[config.mk]
export PLATFORM = sky130hd
export DESIGN_NAME = wbh_reg_master
export DESIGN_NICKNAME = d
export VERILOG_FILES = /design/src/rtl/wbh_pkg.sv /design/src/rtl/wbh_reg_master.sv
export SDC_FILE = /design/constraint.sdc
export NUM_CORES = 1
export LEC_CHECK = 0
export CORE_ASPECT_RATIO = 1.1
export CORE_UTILIZATION = 44
export DETAILED_ROUTE_END_ITERATION = 10
export PLACE_DENSITY = 0.95
export RECOVER_POWER = 25
export SLEW_MARGIN = 30
export SYNTH_ARGS = -nofsm -noshare
export SYNTH_HDL_FRONTEND = slang
export SYNTH_SLANG_ARGS = --single-unit
[constraint.sdc]
create_clock -name mclk -period 4.7 [get_ports mclk]
set_clock_uncertainty 0.1 [all_clocks]
set_input_delay 0.94 -clock mclk [delete_from_list [all_inputs] [get_ports mclk]]
set_output_delay 0.94 -clock mclk [all_outputs]
set_load 0.01 [all_outputs]
[src/rtl/wbh_pkg.sv]
// Shared types for the wb_host register-bus initiator.
package wbh_pkg;
    typedef enum logic [1:0] {
        WBH_IDLE   = 2'd0,
        WBH_ACCESS = 2'd1,
        WBH_RESP   = 2'd2
    } wbh_state_e;

    localparam int WBH_TMO_W = 8;
endpackage

[src/rtl/wbh_reg_master.sv]
// Wishbone classic slave that turns each transfer into a single reg-bus access,
// with a bounded wait that answers with wbs_err_o if the responder never acks.
module wbh_reg_master
    import wbh_pkg::*;
#(
    parameter int ADDR_W  = 3,
    parameter int TIMEOUT = 16
) (
    input  logic              mclk,
    input  logic              p_reset_n,
    input  logic              wbs_cyc_i,
    input  logic              wbs_stb_i,
    input  logic              wbs_we_i,
    input  logic [ADDR_W+1:0] wbs_adr_i,
    input  logic [31:0]       wbs_dat_i,
    input  logic [3:0]        wbs_sel_i,
    output logic [31:0]       wbs_dat_o,
    output logic              wbs_ack_o,
    output logic              wbs_err_o,
    output logic              reg_cs,
    output logic              reg_wr,
    output logic [ADDR_W-1:0] reg_addr,
    output logic [31:0]       reg_wdata,
    output logic [3:0]        reg_be,
    input  logic [31:0]       reg_rdata,
    input  logic              reg_ack,
    output logic              tmo_sticky
);

    localparam logic [WBH_TMO_W-1:0] TMO_LAST = WBH_TMO_W'(TIMEOUT - 1);

    wbh_state_e           state, state_nx;
    logic [WBH_TMO_W-1:0] cnt, cnt_nx;
    logic                 cs_nx, wr_nx, ack_nx, err_nx, sticky_nx;
    logic [ADDR_W-1:0]    addr_nx;
    logic [31:0]          wdata_nx, dat_nx;
    logic [3:0]           be_nx;

    // Byte-lane bits of the address carry no information on a word bus.
    logic unused_adr_lsb;
    assign unused_adr_lsb = ^wbs_adr_i[1:0];

    always_comb begin
        state_nx  = state;
        cnt_nx    = cnt;
        cs_nx     = reg_cs;
        wr_nx     = reg_wr;
        addr_nx   = reg_addr;
        wdata_nx  = reg_wdata;
        be_nx     = reg_be;
        sticky_nx = tmo_sticky;
        ack_nx    = 1'b0;
        err_nx    = 1'b0;
        dat_nx    = '0;
        case (state)
            WBH_IDLE: begin
                if (wbs_cyc_i && wbs_stb_i) begin
                    wr_nx    = wbs_we_i;
                    addr_nx  = wbs_adr_i[ADDR_W+1:2];
                    wdata_nx = wbs_dat_i;
                    be_nx    = wbs_sel_i;
                    cs_nx    = 1'b1;
                    cnt_nx   = '0;
                    state_nx = WBH_ACCESS;
                end
            end
            WBH_ACCESS: begin
                // Ack wins over timeout, timeout wins over host abort.
                if (reg_ack) begin
                    cs_nx    = 1'b0;
                    dat_nx   = reg_wr ? 32'h0 : reg_rdata;
                    ack_nx   = 1'b1;
                    state_nx = WBH_RESP;
                end else if (cnt == TMO_LAST) begin
                    cs_nx     = 1'b0;
                    err_nx    = 1'b1;
                    sticky_nx = 1'b1;
                    state_nx  = WBH_RESP;
                end else if (!wbs_cyc_i) begin
                    cs_nx    = 1'b0;
                    state_nx = WBH_IDLE;
                end else begin
                    cnt_nx = cnt + 1'b1;
                end
            end
            WBH_RESP: state_nx = WBH_IDLE;
            default: begin
                cs_nx    = 1'b0;
                state_nx = WBH_IDLE;
            end
        endcase
    end

    always_ff @(posedge mclk or negedge p_reset_n) begin
        if (!p_reset_n) begin
            state      <= WBH_IDLE;
            cnt        <= '0;
            reg_cs     <= 1'b0;
            reg_wr     <= 1'b0;
            reg_addr   <= '0;
            reg_wdata  <= '0;
            reg_be     <= '0;
            wbs_ack_o  <= 1'b0;
            wbs_err_o  <= 1'b0;
            wbs_dat_o  <= '0;
            tmo_sticky <= 1'b0;
        end else begin
            state      <= state_nx;
            cnt        <= cnt_nx;
            reg_cs     <= cs_nx;
            reg_wr     <= wr_nx;
            reg_addr   <= addr_nx;
            reg_wdata  <= wdata_nx;
            reg_be     <= be_nx;
            wbs_ack_o  <= ack_nx;
            wbs_err_o  <= err_nx;
            wbs_dat_o  <= dat_nx;
            tmo_sticky <= sticky_nx;
        end
    end

endmodule

==> impl_results.md, run 1 <==
* Status: complete, but fails checks
* Failing checks: capacitance limit, slew limit
* Die Width at 83.6 um
* Resized Gates After CTS at 0
* CTS Sinks at between 80 and 90
* DR iter-0 viols at around 110
* Maximum clock frequency at approximately 410 MHz
* Sw Share at 26.3%
* Setup violators final at 0
* Antenna Cells at 0
* P_leak at 2.40 nW
* Ys Warns at 0
* Final hold violations at 0
* Setup TNS at 0 ns
* Max Cap Viol at 1
* WL final at 7390 um
* Post-synthesis register bit count at 86
* WL per Instance at between 10 and 15 um
* Slew Limit Fails at 87
* Core area at ~7000 sq um
* Pwr Density at 354 nW/um^2
* GR Overflow Total at 0
* Design Area, Final at about 5000 sq um
* First-pass GRT wire length at 12200 um
* Clock buffer depth at 2
* Yosys cell types at 32
* Final GP Congestion at approximately 0.84
* Vias in the first global route at ~2600
* Cell Area, Synth at between 3000 and 4000 sq um
* Post-placement cell area at 4800 sq um
* Crit Path Max Fanout at 86
* Drt first pass iters at 4
* Net switching power at between 400 and 500 uW
* Rows at 32
* Slew margin rel. at -34.4%
* Share of cells above drive strength 1 at 5.46%
* Number of flops mapped to enable cells by yosys at 0
* Worst setup SP type: primary input
* Most frequent cells in the layout: clkdlybuf4s50_1, nand2_1, dfrtp_1, and2_1, clkbuf_8
* Combinational share of power at 22.1%
* CP required at 4.66 ns
* Clock slew at reported path FFs at ~0.080 ns
* Asr flop ratio synth at 100%
* Post-synthesis sequential area ratio at between 60% and 70%
* Nets at ~530
* DR vias at 2615
* Vias per cell at between 4 and 5
* Die H at between 90 and 100 um
* Worst path cell trace: clkbuf_2
* Gr usage total at about 20%
* RSZ-0062 raised after global routing: no
* Initial Utilization at a little under half
* CP Capture Type: async pin
* Initial antenna violation count at 0
* Die area at approximately 7700 sq um
* Internal at between 1 and 1.5 mW
* CP bufs+invs at 1
* Post-synth top flop: dfrtp_1
* Most common cell after layout, fill and taps aside: clkdlybuf4s50_1
* DRC Markers at 0
* Critical path's slowest cell: clkbuf_2
* I/O Pins at roughly 160
* Clock Power Share at 28.7%
* PortBufs at around 150
* Hold crit path type: flop to flop
* Seq pwr share at between 40% and 50%
* Num CTS Buffers at 9
* Antenna Nets Post-Route at 0
* Mean Syn Cell Area at around 11 sq um
* Syn nets at roughly 380
* Synthesized instance count at ~300
* CTS tree: yes
* Worst-skew pair later-pin latency at around 0.34 ns
* Area growth syn-to-layout at 54.7%
* CP Data Arrival Time at ~2.4 ns
* Worst-Margin Slew at between 2 and 2.5 ns
* DP Wirelength at 5570 um
* Final Power at roughly 1.8 mW
* Period Utilization, post-route at between 50% and 60%
* Worst vdd ir at 0.207 mV
* Largest net degree at the start of global routing at 87
* Min cycle time layout at 2.44 ns
* CP top delay family: buffers and inverters
* Number of post-CTS setup repair buffers at 0
* Clock root buffer: clkbuf_8
* Largest stage delay, worst path at approximately 1.4 ns
* Hold_buf cts at 0
* Setup CP Type: primary input to async pin
* Htree depth at 3
## area by class of cell
type | count | area (sq um)
inverter | 2 | 7.51
timing repair buffer | 154 | 1530
sequential | 86 | 2150
clock buffer | 10 | 128
fill | 494 | 2060
clock inverter | 6 | 71.3
tap | 85 | 106
multi-input combinational | 200 | 992
## cell families after synthesis
family,synth area share (%)
DFF,66.7
AOI/OAI and AO/OA,3.53
adders and majority gates,0.388
and+or+nand+nor,26.9
buffers and inverters,2.48
## path summary, 6_finish.rpt
check                      slack, ns          start             to  cells past startpoint
max                             2.26      p_reset_n         cnt[4]                      1
max reg2reg                     2.75         cnt[0]         cnt[2]                      5
min in group asynchronous       1.06      p_reset_n  reg_wdata[23]                      1
max in group mclk               2.28      wbs_cyc_i  reg_wdata[14]                      5
min                             0.38  reg_wdata[25]  reg_wdata[25]                      2
min reg2reg                     0.38  reg_wdata[25]  reg_wdata[25]                      2
## metrics by stage
stage	hold slack [ns]	instances	util [%]	setup WS, ns
final	0.379	543	70.8	2.26
after detailed placement	0.362	527	68.1	1.92
after global routing	0.406	543	70.8	1.82
after CTS	0.384	543	70.9	2.28
after global placement	0.357	527	68.0	1.97
after floorplan	0.386	302	-	2.61
## power groups by stage
| stage | Combinational (mW) | Clock (mW) | Sequential (mW) |
|---|---|---|---|
| after floorplan | 0.0907 | 0 | 0.918 |
| after global placement | 0.380 | 0 | 0.876 |
| after detailed placement | 0.395 | 0 | 0.883 |
| after CTS | 0.397 | 0.521 | 0.869 |
| after global routing | 0.423 | 0.558 | 0.878 |
| final | 0.390 | 0.507 | 0.868 |
## Yosys cell counts (2+ instances only)
library cell  count  area, sq um
a211o_1           2         17.5
a21o_1            4         30.0
a21oi_1           4         20.0
and2_1           33          206
and3_1            2         12.5
buf_2             7         35.0
clkbuf_1          5         18.8
dfrtp_1          86         2150
inv_1             2         7.51
nand2_1         125          469
nand3_1           5         25.0
nor2_1            2         7.51
nor2b_1           2         12.5
o21ai_0           4         20.0
or3_1             2         12.5
## state kept, by name, summed over array words and instances (netlist names)
register	count
reg_cs	1
reg_be	4
cnt	8
wbs_dat_o	32
state	2
reg_addr	3
wbs_err_o	1
reg_wdata	32
reg_wr	1
tmo_sticky	1
wbs_ack_o	1
## routing by layer
layer / wire length (um) / GRT usage (%) / up-vias
met1: 2910 / 22.8 / 1231
li1: - / - / 1247
met2: 3670 / 35.4 / 123
met5: 0 / 0 / -
met4: 126 / 6.50 / 0
met3: 677 / 8.01 / 14
(Power assumes the default switching activity.)
==> run 2, diff against run 1 <==
- CORE_UTILIZATION: 44 -> 40
- PLACE_DENSITY: 0.95 -> 0.88
- clock period: 4.7 -> 2.5 ns (I/O delays scaled with it)
==> run 2 against run 1 <==
  * The run still ends with capacitance limit, slew limit left
  * First-iteration DRC count fell by 31%
  * Worst hold slack got worse by 0.010 ns
  * Clock power rose by 87%
  * Clock-buffer cell count fell by 1
  * Wire length fell by 1.3%
  * Sequential power rose by 88%
  * Setup slack got worse by 1.6 ns
  * Non-clock buffer count rose by 4
  * Combinational power rose by 89%
  * Design area rose by 1.4%
  * Largest cell class unchanged
==> impl_results.md, run 2 (synthesis gave the netlist of run 1 again) <==
* Flop2flop setup slack at between 0.6 and 0.7 ns
* Clock Power Share at about 29%
* Vias per cell at between 4 and 5
* Largest net degree at the start of global routing at 52
* Combinational share of power at 22.2%
* Slew Limit Fails at 36
* P_leak at 2.42 nW
* DR vias at 2595
* Period Utilization, post-route at approximately 75%
* Htree depth at 3
* Setup CP Type: flop to primary output
* Final hold violations at 0
* I/O Pins at approximately 160
* Regs by FF count: reg_wdata (32), wbs_dat_o (32), cnt (8)
* Die Width at about 88 um
* GR Overflow Total at 0
* CP bufs+invs at 1
* Initial Utilization at 42.2%
* Failing checks: capacitance limit, slew limit
* WL per Instance at roughly 13 um
* CP required at approximately 1.9 ns
* Clock buffer depth at 2
* Core area at around 7600 sq um
* Clock slew at reported path FFs at 0.08 ns
* Hold crit path type: flop to flop
* Worst-skew pair later-pin latency at ~0.34 ns
* Number of post-CTS setup repair buffers at 0
* Internal at between 2 and 2.5 mW
* Pwr Density at between 600 and 700 nW/um^2
* RSZ-0062 raised after global routing: no
* Status: complete, but fails checks
* CP Capture Type: primary output
* Initial antenna violation count at 0
* Setup TNS at 0 ns
* Maximum clock frequency at around 530 MHz
* Num CTS Buffers at 9
* Largest stage delay, worst path at between 0.5 and 0.6 ns
* Nets at approximately 540
* CTS tree: yes
* DRC Markers at 0
* Vias in the first global route at around 2500
* Area growth syn-to-layout at 56.8%
* Setup violators final at 0
* Drt first pass iters at 4
* Most common cell after layout, fill and taps aside: clkdlybuf4s50_1
* Gr usage total at 18.2%
* Share of cells above drive strength 1 at between 6 and 7%
* Most frequent cells in the layout: clkdlybuf4s50_1, nand2_1, dfrtp_1, and2_1, clkbuf_8
* Seq pwr share at 49.2%
* DR iter-0 viols at 78
* First-pass GRT wire length at about 12000 um
* Die H at between 90 and 100 um
* Rows at 33
* CTS Sinks at 86
* Worst setup SP type: flop
* Placed Cells at around 550
* Clock root buffer: clkbuf_8
* Slew margin rel. at -24.8%
* Post-Layout Cell Count at roughly 570
* Post-layout util at between 60% and 70%
* Min cycle time layout at approximately 1.9 ns
* DP Wirelength at ~5500 um
* Hold_buf cts at 0
* PortBufs at approximately 150
* Antenna Nets Post-Route at 0
* Resized Gates After CTS at 0
* CP top delay family: buffers and inverters
* Critical path's slowest cell: clkdlybuf4s50_1
* Worst vdd ir at between 0.3 and 0.4 mV
* Net switching power at 864 uW
* Worst path cell trace: clkdlybuf4s50_1
* Max Cap Viol at 1
* Crit Path Max Fanout at 3
* Sw Share at a little over a quarter
* CP Data Arrival Time at 1.27 ns
* Final GP Congestion at between 0.8 and 0.9
* Die area at 8420 sq um
* WL final at roughly 7300 um
* Worst-Margin Slew at 1.87 ns
* Antenna Cells at 0
run 2: cell types whose count changed in the layout (fill, tap and decap cells not counted):
cell	delta
clkbuf_2	-1
inv_6	+1
buf_12	+1
nand3_2	+1
clkinv_4	-2
clkinv_2	+2
buf_4	+3
nand3_1	-1
run 2: path summary, 6_finish.rpt:
check / startpoint / to / cells after the start
setup reg to reg: state[0] / wbs_dat_o[23] / 4
hold reg to reg: tmo_sticky / tmo_sticky / 1
setup / recovery: reg_wr / reg_wr / 1
min in group asynchronous: p_reset_n / reg_wdata[23] / 1
hold / removal: tmo_sticky / tmo_sticky / 1
max in group asynchronous: p_reset_n / wbs_ack_o / 1
run 2: final cells by class:
cell class	count	area, sq um
Clock buffer	9	124
Fill cell	568	2580
Sequential cell	86	2150
Clock inverter	7	72.6
Timing Repair Buffer	158	1570
Multi-Input combinational cell	200	997
Tap cell	105	131
Inverter	2	7.51
run 2: metrics by stage:
stage	setup WS (ns)	hold WS, ns	total power [mW]	cell area, sq um
after floorplan	0.770	0.104	1.90	3220
after global placement	0.329	0.354	2.38	4860
after detailed placement	0.260	0.358	2.41	4860
after CTS	0.610	0.00532	3.36	5060
after global routing	0.279	0.395	3.51	5060
final	0.630	0.369	3.31	5060
run 2: routing by layer:
| metal | part of all wire (%) | vias up | global-route usage (%) |
|---|---|---|---|
| met4 | 1.0 | 0 | 7.38 |
| li1 | - | 1253 | - |
| met3 | 12 | 7 | 9.09 |
| met1 | 37 | 1212 | 18.2 |
| met5 | 0 | - | 0 |
| met2 | 50 | 123 | 32.0 |
run 2: power by group through the flow:
stage	registers (mW)	clock network [mW]	logic (mW)
2_1_floorplan	1.73	0	0.171
3_3_place_gp	1.65	0	0.731
3_5_place_dp	1.66	0	0.749
4_1_cts	1.63	0.974	0.752
5_1_grt	1.65	1.05	0.807
6_report	1.63	0.947	0.736
==> run 3, diff against run 2 <==
- clock period: 2.5 -> 1.8 ns (I/O delays scaled with it)
==> run 3 against run 2 <==
  * The flow now finishes without violations
  * Global-route usage grew 0.39 points
  * First-iteration DRC count grew 40%
  * Critical path depth is the same
  * Clock-buffer cell count is the same
  * Clock power grew 38%
  * Setup slack lost 0.57 ns
  * Sequential cell count is the same
  * Critical endpoint is now reg_wdata[19]
  * Highest routed layer unchanged
==> impl_results.md, run 3 (synthesis gave the netlist of run 1 again) <==
* Vias in the first global route at approximately 2700
* WL final at approximately 7400 um
* Share of cells above drive strength 1 at around 7.5%
* Critical path's slowest cell: clkdlybuf4s50_1
* First-pass GRT wire length at roughly 12000 um
* CP required at 1.34 ns
* Initial Utilization at 42.2%
* Slew margin rel. at between 50% and 60%
* Clock root buffer: clkbuf_8
* CTS tree: yes
* DRC Markers at 0
* CP Data Arrival Time at about 1.3 ns
* Final GP Congestion at slightly below 0.8
* Multi-input gate area at between 900 and 1000 sq um
* Rows at 33
* Die area at roughly 8400 sq um
* Maximum clock frequency at around 580 MHz
* Period Utilization, post-route at 96.5%
* CP Capture Type: primary output
* Hold crit path type: flop to flop
* Final hold violations at 0
* Antenna Nets Post-Route at 0
* Gr usage total at between 10% and 20%
* Largest net degree at the start of global routing at between 50 and 60
* DP Wirelength at between 5000 and 6000 um
* CTS Sinks at 86
* CP bufs+invs at 1
* P_leak at 2.47 nW
* I/O Pins at around 160
* Final hold slack at between 0.3 and 0.4 ns
* Regs by FF count: reg_wdata (32), wbs_dat_o (32), cnt (8)
* Clock slew at reported path FFs at around 0.090 ns
* WL per Instance at 12.9 um
* Setup violators final at 0
* GR Overflow Total at 0
* Number of post-CTS setup repair buffers at 0
* Worst path cell trace: clkdlybuf4s50_1
* DR iter-0 viols at 109
* Num CTS Buffers at 9
* Worst vdd ir at 0.539 mV
* Drt first pass iters at 4
* Clock buffer depth at 2
* Most frequent cells in the layout: clkdlybuf4s50_1, nand2_1, dfrtp_1, and2_1, clkbuf_8
* Setup CP Type: flop to primary output
* Worst-Margin Slew at 0.729 ns
* Antenna Cells at 0
* Die H at just under 100 um
* Htree depth at 3
* DR vias at around 2600
* Min cycle time layout at roughly 1.7 ns
* Largest stage delay, worst path at around 0.55 ns
* Core area at approximately 7600 sq um
* Worst-skew pair later-pin latency at roughly 0.35 ns
* Vias per cell at 4.56
* PortBufs at 152
* Pwr Density at ~900 nW/um^2
* Nets at ~540
* Slew Limit Fails at 0
* Die Width at a little under 90 um
* Fillers at 561
* FF+latch area at between 2000 and 2500 sq um
* Post-layout util at between 60% and 70%
* Area growth syn-to-layout at 59.5%
* Status: complete, no violations
* Most common cell after layout, fill and taps aside: clkdlybuf4s50_1
* Initial antenna violation count at 0
* Max Cap Viol at 0
* CP top delay family: buffers and inverters
* Crit Path Max Fanout at 2
* Worst setup SP type: flop
[run 3: cell type report]
cell class	instances	area share, %
Tap cell	105	2.55
Multi-Input combinational cell	200	19.4
Clock buffer	9	2.41
Timing Repair Buffer	164	32.3
Clock inverter	6	1.34
Sequential cell	86	41.8
Inverter	2	0.146
[run 3: report_power, final]
group | internal [mW] | switching [mW] | total [mW]
clock network | 0.646 | 0.667 | 1.31
registers | 2.15 | 0.114 | 2.26
logic | 0.624 | 0.422 | 1.05
total | 3.42 | 1.20 | 4.62
[run 3: what timing repair did]
action	in CTS	in global routing
hold endpoints to repair	11	0
gates resized for setup	0	2
hold buffers	1	0
setup endpoints to repair	0	3
[run 3: per-layer routing]
metal | track usage (%) | share of wire [%] | wire (um) | vias up
met2 | 31.3 | 47 | 3500 | 125
met5 | 0 | 0 | 0 | -
met3 | 9.09 | 12 | 850 | 11
li1 | - | - | - | 1267
met4 | 7.51 | 1.8 | 133 | 0
met1 | 19.9 | 39 | 2890 | 1205
[run 3: metrics by stage]
step                      setup TNS [ns]  setup slack [ns]  area (sq um)  total power [mW]  instances
after detailed placement          -0.754            -0.102          4940              3.36        556
after global placement            -0.157           -0.0656          4940              3.32        556
after global routing            -0.00122          -0.00122          5140              4.88        572
after CTS                              0            0.0382          5140              4.69        572
final                                  0            0.0623          5140              4.62        572
after floorplan                        0            0.0705          3220              2.64        302
[run 3: path summary, 6_finish.rpt]
| check | from | slack, ns | to | cells past startpoint |
|---|---|---|---|---|
| worst max-delay path | reg_wdata[19] | 0.06 | reg_wdata[19] | 1 |
| worst min-delay path | reg_wdata[3] | 0.38 | reg_wdata[3] | 2 |
| worst max register to register | cnt[0] | 0.09 | cnt[2] | 5 |
| worst min register to register | reg_wdata[3] | 0.38 | reg_wdata[3] | 2 |
| max in group asynchronous | p_reset_n | 0.34 | wbs_dat_o[11] | 3 |
| min in group asynchronous | p_reset_n | 0.51 | wbs_dat_o[1] | 2 |
